## src/rtl/geo_seq_gen_if.sv

```systemverilog
// Bundle of the request and output-stream signals for geo_seq_gen.
//
// Signals:
//   start, seed, base, length, sat_mode : sequence request, sampled in IDLE
//   out_ready                           : consumer accepts the current term
//   out_valid, out_data, out_last       : term stream towards the consumer
//   busy, done, ovf                     : generator status
//
// Modports:
//   master : the requester/consumer side (drives requests and out_ready)
//   slave  : the generator side (drives the term stream and status)
interface geo_seq_gen_if #(
  parameter int DATA_W = 32,
  parameter int CNT_W  = 8
);
  logic              start;
  logic [DATA_W-1:0] seed;
  logic [DATA_W-1:0] base;
  logic [CNT_W-1:0]  length;
  logic              sat_mode;
  logic              out_ready;
  logic              out_valid;
  logic [DATA_W-1:0] out_data;
  logic              out_last;
  logic              busy;
  logic              done;
  logic              ovf;

  modport master (
    output start, seed, base, length, sat_mode, out_ready,
    input  out_valid, out_data, out_last, busy, done, ovf
  );

  modport slave (
    input  start, seed, base, length, sat_mode, out_ready,
    output out_valid, out_data, out_last, busy, done, ovf
  );
endinterface

```

## src/rtl/geo_seq_gen.sv

```systemverilog
// Geometric sequence generator: emits length terms seed, seed*base,
// seed*base^2, ... on a valid/ready stream, wrapping or saturating on
// overflow, with a sticky overflow flag.
//
// Ports:
//   clk       : clock, all state updates on the rising edge
//   rst       : synchronous active-high reset
//   bus       : geo_seq_gen_if.slave (request, term stream, status)
//   fsm_state : current FSM state (0 = IDLE, 1 = RUN) for observation
//
// Handshake: a term transfers on every rising edge where out_valid and
// out_ready are both high. While out_valid is high and out_ready is low,
// out_data, out_last and out_valid hold their values. out_valid never
// depends combinationally on out_ready.
module geo_seq_gen #(
  parameter int DATA_W = 32,
  parameter int CNT_W  = 8
) (
  input  logic          clk,
  input  logic          rst,
  geo_seq_gen_if.slave  bus,
  output logic          fsm_state
);

  typedef enum logic {
    IDLE = 1'b0,
    RUN  = 1'b1
  } state_t;

  state_t              state;
  state_t              state_nxt;

  logic [DATA_W-1:0]   term;
  logic [DATA_W-1:0]   base_q;
  logic [CNT_W-1:0]    len_q;
  logic [CNT_W-1:0]    cnt;
  logic                sat_q;
  logic                ovf_q;
  logic                done_q;

  logic [2*DATA_W-1:0] prod;
  logic                hi_nz;
  logic [DATA_W-1:0]   term_nxt;
  logic                last_term;
  logic                accept;
  logic                xfer;
  logic                done_nxt;

  always_comb begin
    state_nxt = state;
    accept    = 1'b0;
    xfer      = 1'b0;
    done_nxt  = 1'b0;

    // Counter only ever reaches len_q-1 in RUN, and len_q is nonzero there.
    last_term = (state == RUN) && (cnt == len_q - CNT_W'(1));

    // Full-width product; the upper half tells us whether the term overflowed.
    prod     = {{DATA_W{1'b0}}, term} * {{DATA_W{1'b0}}, base_q};
    hi_nz    = |prod[2*DATA_W-1:DATA_W];
    term_nxt = (sat_q && hi_nz) ? {DATA_W{1'b1}} : prod[DATA_W-1:0];

    case (state)
      IDLE: begin
        if (bus.start) begin
          accept = 1'b1;
          if (bus.length != '0) state_nxt = RUN;
          else                  done_nxt  = 1'b1;  // empty sequence completes at once
        end
      end
      RUN: begin
        if (bus.out_ready) begin
          xfer = 1'b1;
          if (last_term) begin
            state_nxt = IDLE;
            done_nxt  = 1'b1;
          end
        end
      end
      default: state_nxt = IDLE;
    endcase
  end

  always_ff @(posedge clk) begin
    if (rst) begin
      state  <= IDLE;
      term   <= '0;
      base_q <= '0;
      len_q  <= '0;
      cnt    <= '0;
      sat_q  <= 1'b0;
      ovf_q  <= 1'b0;
      done_q <= 1'b0;
    end else begin
      state  <= state_nxt;
      done_q <= done_nxt;
      if (accept) begin
        term   <= bus.seed;
        base_q <= bus.base;
        len_q  <= bus.length;
        sat_q  <= bus.sat_mode;
        cnt    <= '0;
        ovf_q  <= 1'b0;
      end else if (xfer && !last_term) begin
        // The final term is never multiplied, so it cannot raise ovf.
        term <= term_nxt;
        cnt  <= cnt + CNT_W'(1);
        if (hi_nz) ovf_q <= 1'b1;
      end
    end
  end

  assign bus.out_valid = (state == RUN);
  assign bus.out_data  = term;
  assign bus.out_last  = last_term;
  assign bus.busy      = (state == RUN);
  assign bus.done      = done_q;
  assign bus.ovf       = ovf_q;
  assign fsm_state     = state;

endmodule

```

## src/flat_wrapper.sv

```systemverilog
// flat-port wrapper written by rule: the top's interface ports become plain ports
module geo_seq_gen_flat 
#(
  parameter int DATA_W = 32,
  parameter int CNT_W  = 8
)
  (clk, rst, fsm_state, bus_start, bus_seed, bus_base, bus_length, bus_sat_mode, bus_out_ready, bus_out_valid, bus_out_data, bus_out_last, bus_busy, bus_done, bus_ovf);
  geo_seq_gen_if #(.DATA_W(DATA_W), .CNT_W(CNT_W)) bus_i ();
  input  logic clk;
  input  logic rst;
  output logic fsm_state;
  input wire logic [$bits(bus_i.start)-1:0] bus_start;
  input wire logic [$bits(bus_i.seed)-1:0] bus_seed;
  input wire logic [$bits(bus_i.base)-1:0] bus_base;
  input wire logic [$bits(bus_i.length)-1:0] bus_length;
  input wire logic [$bits(bus_i.sat_mode)-1:0] bus_sat_mode;
  input wire logic [$bits(bus_i.out_ready)-1:0] bus_out_ready;
  output wire logic [$bits(bus_i.out_valid)-1:0] bus_out_valid;
  output wire logic [$bits(bus_i.out_data)-1:0] bus_out_data;
  output wire logic [$bits(bus_i.out_last)-1:0] bus_out_last;
  output wire logic [$bits(bus_i.busy)-1:0] bus_busy;
  output wire logic [$bits(bus_i.done)-1:0] bus_done;
  output wire logic [$bits(bus_i.ovf)-1:0] bus_ovf;
  assign bus_i.start = bus_start;
  assign bus_i.seed = bus_seed;
  assign bus_i.base = bus_base;
  assign bus_i.length = bus_length;
  assign bus_i.sat_mode = bus_sat_mode;
  assign bus_i.out_ready = bus_out_ready;
  assign bus_out_valid = bus_i.out_valid;
  assign bus_out_data = bus_i.out_data;
  assign bus_out_last = bus_i.out_last;
  assign bus_busy = bus_i.busy;
  assign bus_done = bus_i.done;
  assign bus_ovf = bus_i.ovf;
  geo_seq_gen #(.DATA_W(DATA_W), .CNT_W(CNT_W)) u_core (.clk(clk), .rst(rst), .bus(bus_i), .fsm_state(fsm_state));
endmodule
```

## config.mk

```make
export PLATFORM = sky130hd
export DESIGN_NAME = geo_seq_gen_flat
export DESIGN_NICKNAME = d
export VERILOG_FILES = /design/src/rtl/geo_seq_gen_if.sv /design/src/rtl/geo_seq_gen.sv /design/src/flat_wrapper.sv
export SDC_FILE = /design/constraint.sdc
export NUM_CORES = 2
export LEC_CHECK = 0
export BUFFER_PORTS_ARGS = -buffer_cell sky130_fd_sc_hd__buf_2
export CORE_MARGIN = 4
export CORE_UTILIZATION = 40
export DETAILED_ROUTE_END_ITERATION = 6
export MAX_ROUTING_LAYER = met4
export PLACE_DENSITY_LB_ADDON = 0.25
export SLEW_MARGIN = 0
export SYNTH_ARGS = -nofsm -noshare
export SYNTH_HDL_FRONTEND = slang
export SYNTH_SLANG_ARGS = --single-unit
export TNS_END_PERCENT = 5
```

## constraint.sdc

```tcl
create_clock -name clk -period 18.49 [get_ports clk]
set_input_delay 1.849 -clock clk [delete_from_list [all_inputs] [get_ports clk]]
set_output_delay 1.849 -clock clk [all_outputs]
set_load 0.02 [all_outputs]
```

Word level (Yosys, flattened, before mapping):

Index checks and enable logic that the tools add are counted.

* register bits: 84
* input port bits: 77
* logic and storage cells: 39

* $add $sub $neg: 2
* multiply operators: 1
* eq/ne operators: 1
* muxes and demuxes: 17
* bitwise logic cells: 1
* reduce and logical (&&, ||, !) cells: 9

Operator list (count)
* 32-bit 2-to-1 mux: 3
* 32-bit by 32-bit multiplier with 64-bit output: 1
* 32-bit OR reduction: 1
* 1-bit 2-to-1 mux: 12
* 8-bit by 1-bit adder with 8-bit output (second input constant): 1
* 8-bit == test: 1
* 8-bit nonzero test: 1
* 8-bit by 1-bit subtractor with 8-bit output (second input constant): 1
* 1-bit case mux with 2 select lines: 2
* 1-bit logical AND: 3
* 2-bit AND reduction: 1
* 2-bit nonzero test: 1
* 2-bit OR reduction: 1
* 1-bit logical NOT: 1
* 1-bit NOT: 1

Longest topological paths before layout:

* depth in word-level cells: 7
* depth in mapped cells: 33
* mapped depth without buffers: 29

Worst setup path before layout:

OpenSTA, ideal clock, no wires.

* kind: register -> register
* start point: register u_core.term[18], in the netlist u_core.bus.out_data[18]
* end point: register u_core.term[20], in the netlist u_core.bus.out_data[20]
* arrival: 8209 ps
* data required time: 18354 ps
* slack: 10144 ps
* stages on the path, launching flop included: 31
* clock period less this slack: 8346 ps
* path through: dfxtp_1 > clkbuf_1 > nand2_1 > fa_1 > inv_1 > fa_1 > inv_1 > fa_1 > inv_1 > fa_1 > fa_1 > fa_1 > fa_1 > inv_1 > fa_1 > inv_1 > ha_1 > clkbuf_1 > nand4_1 > nor3_1 > nand2_1 > a221oi_2 > o21ai_0 > a2111oi_1 > mux2i_1 > o211ai_1 > or4_4 > o21ai_2 > buf_4 > buf_6 > a31oi_1

* word-level cells in the longest chain between the ends: 6

RTL lines
* start: declaration: line geo_seq_gen.sv:33 `logic [DATA_W-1:0] term;`
* start signal: assignment: line geo_seq_gen.sv:98 `term <= bus.seed;`
* start signal: assignment: line geo_seq_gen.sv:106 `term <= term_nxt;`
* 32-bit by 32-bit multiplier with 64-bit output *: line geo_seq_gen.sv:59 `prod = {{DATA_W{1'b0}}, term} * {{DATA_W{1'b0}}, base_q};`
* 32-bit OR reduction: line geo_seq_gen.sv:60 `hi_nz = |prod[2*DATA_W-1:DATA_W];`
* 1-bit logical AND: line geo_seq_gen.sv:61 `term_nxt = (sat_q && hi_nz) ? {DATA_W{1'b1}} : prod[DATA_W-1:0];`
* 32-bit 2-to-1 mux *: line geo_seq_gen.sv:61
* 32-bit 2-to-1 mux *: line geo_seq_gen.sv:104 `end else if (xfer && !last_term) begin`
* 32-bit 2-to-1 mux *: line geo_seq_gen.sv:97 `if (accept) begin`

Mark *: on every way between the ends. The rest lies on a longest branch, timed or not. The select of a mux whose other input is x is not followed.
A chain may end at the register's enable or synchronous reset.

Final worst setup path:

* start point: register u_core.base_q[10]
* end point: register u_core.term[5], in the netlist u_core.bus.out_data[5]

* word-level cells in the longest chain between the ends: 6

RTL lines
* start: declaration: line geo_seq_gen.sv:34 `logic [DATA_W-1:0] base_q;`
* start signal: assignment: line geo_seq_gen.sv:99 `base_q <= bus.base;`
* 32-bit by 32-bit multiplier with 64-bit output: line geo_seq_gen.sv:59
* 32-bit OR reduction: line geo_seq_gen.sv:60
* 1-bit logical AND: line geo_seq_gen.sv:61
* 32-bit 2-to-1 mux: line geo_seq_gen.sv:61
* 32-bit 2-to-1 mux: line geo_seq_gen.sv:104
* 32-bit 2-to-1 mux: line geo_seq_gen.sv:97

Every way passes these cells. The select of a mux whose other input is x is not followed.

==> flow_metrics.env <==
export IMPL_grt_pass1_wl_mm=188.2
export IMPL_yosys_warnings=0
export IMPL_ys_top_cells_by_count="fa_1, inv_1, and2_1"
export IMPL_worst_r2r_endpoint="u_core.bus.out_data[5]"
export IMPL_yosysMostFrequentCell="fa_1"
export IMPL_yosysUniqueCellTypes=76
export IMPL_setup_violations=0
export IMPL_cpPeakStageDelay_ns=1.27
export IMPL_die_y_um=313.3
export IMPL_synth_area_sq_um=37290
export IMPL_leakage_uw=0.01692
export IMPL_post_route_period_util_pct=57.85
export IMPL_grt_overflow_total=0
export IMPL_r2r_slack_ns=7.79
export IMPL_via_per_inst=5.376
export IMPL_cts_sinks=84
export IMPL_clkLatencyLatePin_ns=0.40
export IMPL_critPathLaunch="u_core.base_q[10]"
export IMPL_cpMostUsedCell="fa_1"
export IMPL_detail_route_first_pass_iterations=5
export IMPL_rr_worst_depth=24
export IMPL_path_clk_slew_ns=0.08
export IMPL_grt_pass1_vias=31060
export IMPL_nNetsFinal=5346
export IMPL_root_buffer="clkbuf_16"
export IMPL_antenna_left=0
export IMPL_fin_ws_ns=7.793
export IMPL_cts_setup_buffers=0
export IMPL_relSlewSlack_pct=5.399
export IMPL_start_util_pct=40.50
export IMPL_fin_tns_setup_ns=0
export IMPL_ys_seq_area_share_pct=4.509
export IMPL_crit_arrival_ns=10.93
export IMPL_avgSynthCellArea_sq_um=8.905
export IMPL_synth_ff_latch_count=84
export IMPL_io_pins=115
export IMPL_cp_start_kind="flip-flop"
export IMPL_powerDensity_nw_per_um2=51.51
export IMPL_fin_area_sq_um=39220
export IMPL_crit_chain="and2_1 > fa_1 > fa_1 > inv_1 > fa_1 > fa_1 > inv_1 > fa_1 > fa_1 > fa_1 > fa_1 > ha_1 > nand4_1 > nor3_1 > nand3_1 > a311oi_1 > nor3_1 > xnor2_1 > a2111o_1 > nor4_1 > nand4_1 > o21ai_2 > buf_4 > a41oi_1"
export IMPL_dpl_instance_area_sq_um=38890
export IMPL_vias=28820
export IMPL_synth_fp_nets=5426
export IMPL_wl_per_cell_um=22.35
export IMPL_fill_cells=9294
export IMPL_cts_made_buffers=9
export IMPL_synth_ff_type="dfxtp_1"
export IMPL_antenna_found_initial=12
export IMPL_post_route_min_period_ns=10.70
export IMPL_cp_slowest_cell="dfxtp_1"
export IMPL_layout_drive_gt1_share_pct=5.592
export IMPL_dp_hpwl_mm=92.57
export IMPL_final_cells=5361
export IMPL_placementRows=111
export IMPL_finalHoldViolations=0
export IMPL_asyncSetResetFlopFracSynth_pct=0
export IMPL_min_path_type="reg -> reg"
export IMPL_area_growth_synth_to_final_pct=5.167
export IMPL_rsz0062_at_grt="no"
export IMPL_slew_violations=0
export IMPL_cp_depth=24
export IMPL_grt_max_degree=80
export IMPL_synth_cells=4188
export IMPL_outcome="finished, final reports clean"
export IMPL_max_cap_violations=0
export IMPL_endpoint="u_core.bus.out_data[5]"
export IMPL_cts_max_path_buffers=2
export IMPL_synth_area_leader_cell="fa_1"
export IMPL_cts_resized=0
export IMPL_worstSetupPathType="reg -> reg"
export IMPL_crit_required_ns=18.72
export IMPL_crit_fanout=33
export IMPL_clock_skew_ns=0.01136
export IMPL_hold_buffers=0
export IMPL_place_inst=5340
export IMPL_gp_congestion=0.9865
export IMPL_synth_edf_count=0
export IMPL_dieWidth_um=313.3
export IMPL_ir_worst_vdd_uv=55.74
export IMPL_core_sq_um=92080
export IMPL_crit_family="adder cells"
export IMPL_path_buf_inv=3
export IMPL_pre_cts_ws_ns=8.014
export IMPL_fin_util_pct=42.60
export IMPL_rr_startpoint="u_core.base_q[10]"
export IMPL_dieArea_sq_um=98190
export IMPL_yosys_area_top_type_share_pct=48.10
export IMPL_initialDrtViolationCount=2075
export IMPL_routed_wl_mm=119.8
export IMPL_cts_tree="yes"
export IMPL_htree_levels=3
export IMPL_tightest_slew_ns=1.417
export IMPL_cp_end_kind="flip-flop"
export IMPL_grt_usage_pct=25.81
export IMPL_post_route_drc_count=0
export IMPL_max_freq_mhz=93.48
export IMPL_portBuffers=114
export IMPL_synth_area_leaders="fa_1, and2_1, ha_1"
==> state kept, by name, summed over array words and instances (netlist names) <==
signal / cells
u_core.bus.ovf: 1
u_core.bus.done: 1
u_core.bus.busy: 1
u_core.cnt: 8
u_core.sat_q: 1
u_core.bus.out_data: 32
u_core.base_q: 32
u_core.len_q: 8
==> metal layers <==
metal | vias to the layer above | wire length (um) | GRT usage, % | part of all wire [%]
li1 | 12500 | - | - | -
met1 | 15000 | 51320 | 34.90 | 43
met2 | 1137 | 54440 | 39.67 | 45
met3 | 180 | 10780 | 6.085 | 9.0
met4 | 0 | 3266 | 6.012 | 2.7
met5 | - | 0 | - | 0
==> where the power goes <==
part | switching, uW | internal, uW | total (uW)
logic | 1050 | 524 | 1570
clock network | 103 | 111 | 214
registers | 37.4 | 195 | 233
total | 1190 | 831 | 2020
==> tightest hold or removal path, stage by stage, from the launching register on <==
cell	delay (ns)
dfxtp_1	0.31
nand2_1	0.05
a21oi_1	0.05
==> cells by family (layout without fill, tap and decap cells) <==
kind of cell / count (synthesis) / in the layout / share of synthesized area [%]
AND/OR/NAND/NOR: 1462 / 1462 / 19.81
AO/OA/AOI/OAI: 407 / 407 / 6.908
adder cells (fa/ha/maj): 1161 / 1161 / 56.99
buffers and inverters: 1010 / 935 / 10.27
XOR/XNOR: 59 / 59 / 1.386
multiplexers: 5 / 5 / 0.1342
flip-flops: 84 / 84 / 4.509
other: 0 / 5 / 0
==> placed cells by master (no fill, tap or decap), types with 14 or more instances in the layout <==
cell,netlist,final
a21oi_1,147,147
buf_2,15,113
ha_1,265,265
nand4_1,34,34
a31o_2,14,14
a21o_1,17,17
dfxtp_1,84,77
nand3_1,19,19
a31oi_1,44,44
inv_1,742,742
fa_1,896,896
nor3_1,21,21
and2_1,631,631
xnor2_1,32,32
buf_4,3,64
xor2_1,27,27
o31ai_1,25,25
nor2_1,100,100
o21ai_0,71,71
nand2_1,600,600
==> worst min path at each step <==
stage,slack (ns),cells after the start,end,startpoint
3_3_place_gp,0.44,2,u_core.base_q[25],u_core.base_q[25]
2_1_floorplan,0.44,2,u_core.len_q[6],u_core.len_q[6]
5_1_grt,0.48,2,u_core.base_q[26],u_core.base_q[26]
4_1_cts,0.46,2,u_core.base_q[29],u_core.base_q[29]
6_report,0.46,2,u_core.base_q[26],u_core.base_q[26]
3_5_place_dp,0.45,2,u_core.base_q[29],u_core.base_q[29]
==> final cells by class <==
type / instances / area (sq um) / area share (%)
Tap cell: 1243 / 1555 / 3.965
Sequential cell: 84 / 1690 / 4.310
Multi-Input combinational cell: 3094 / 31820 / 81.12
Clock inverter: 6 / 75.07 / 0.1914
Clock buffer: 10 / 239.0 / 0.6093
Antenna cell: 5 / 12.51 / 0.03190
Timing Repair Buffer: 177 / 1046 / 2.667
Inverter: 742 / 2785 / 7.101
==> per-stage QoR <==
step           hold WS, ns  total power [uW]
3_3_place_gp        0.4429              1780
5_1_grt             0.4825              2180
6_report            0.4559              2020
4_1_cts             0.4570              2007
2_1_floorplan       0.4447              1210
3_5_place_dp        0.4469              1767
(Power assumes the default switching activity.)
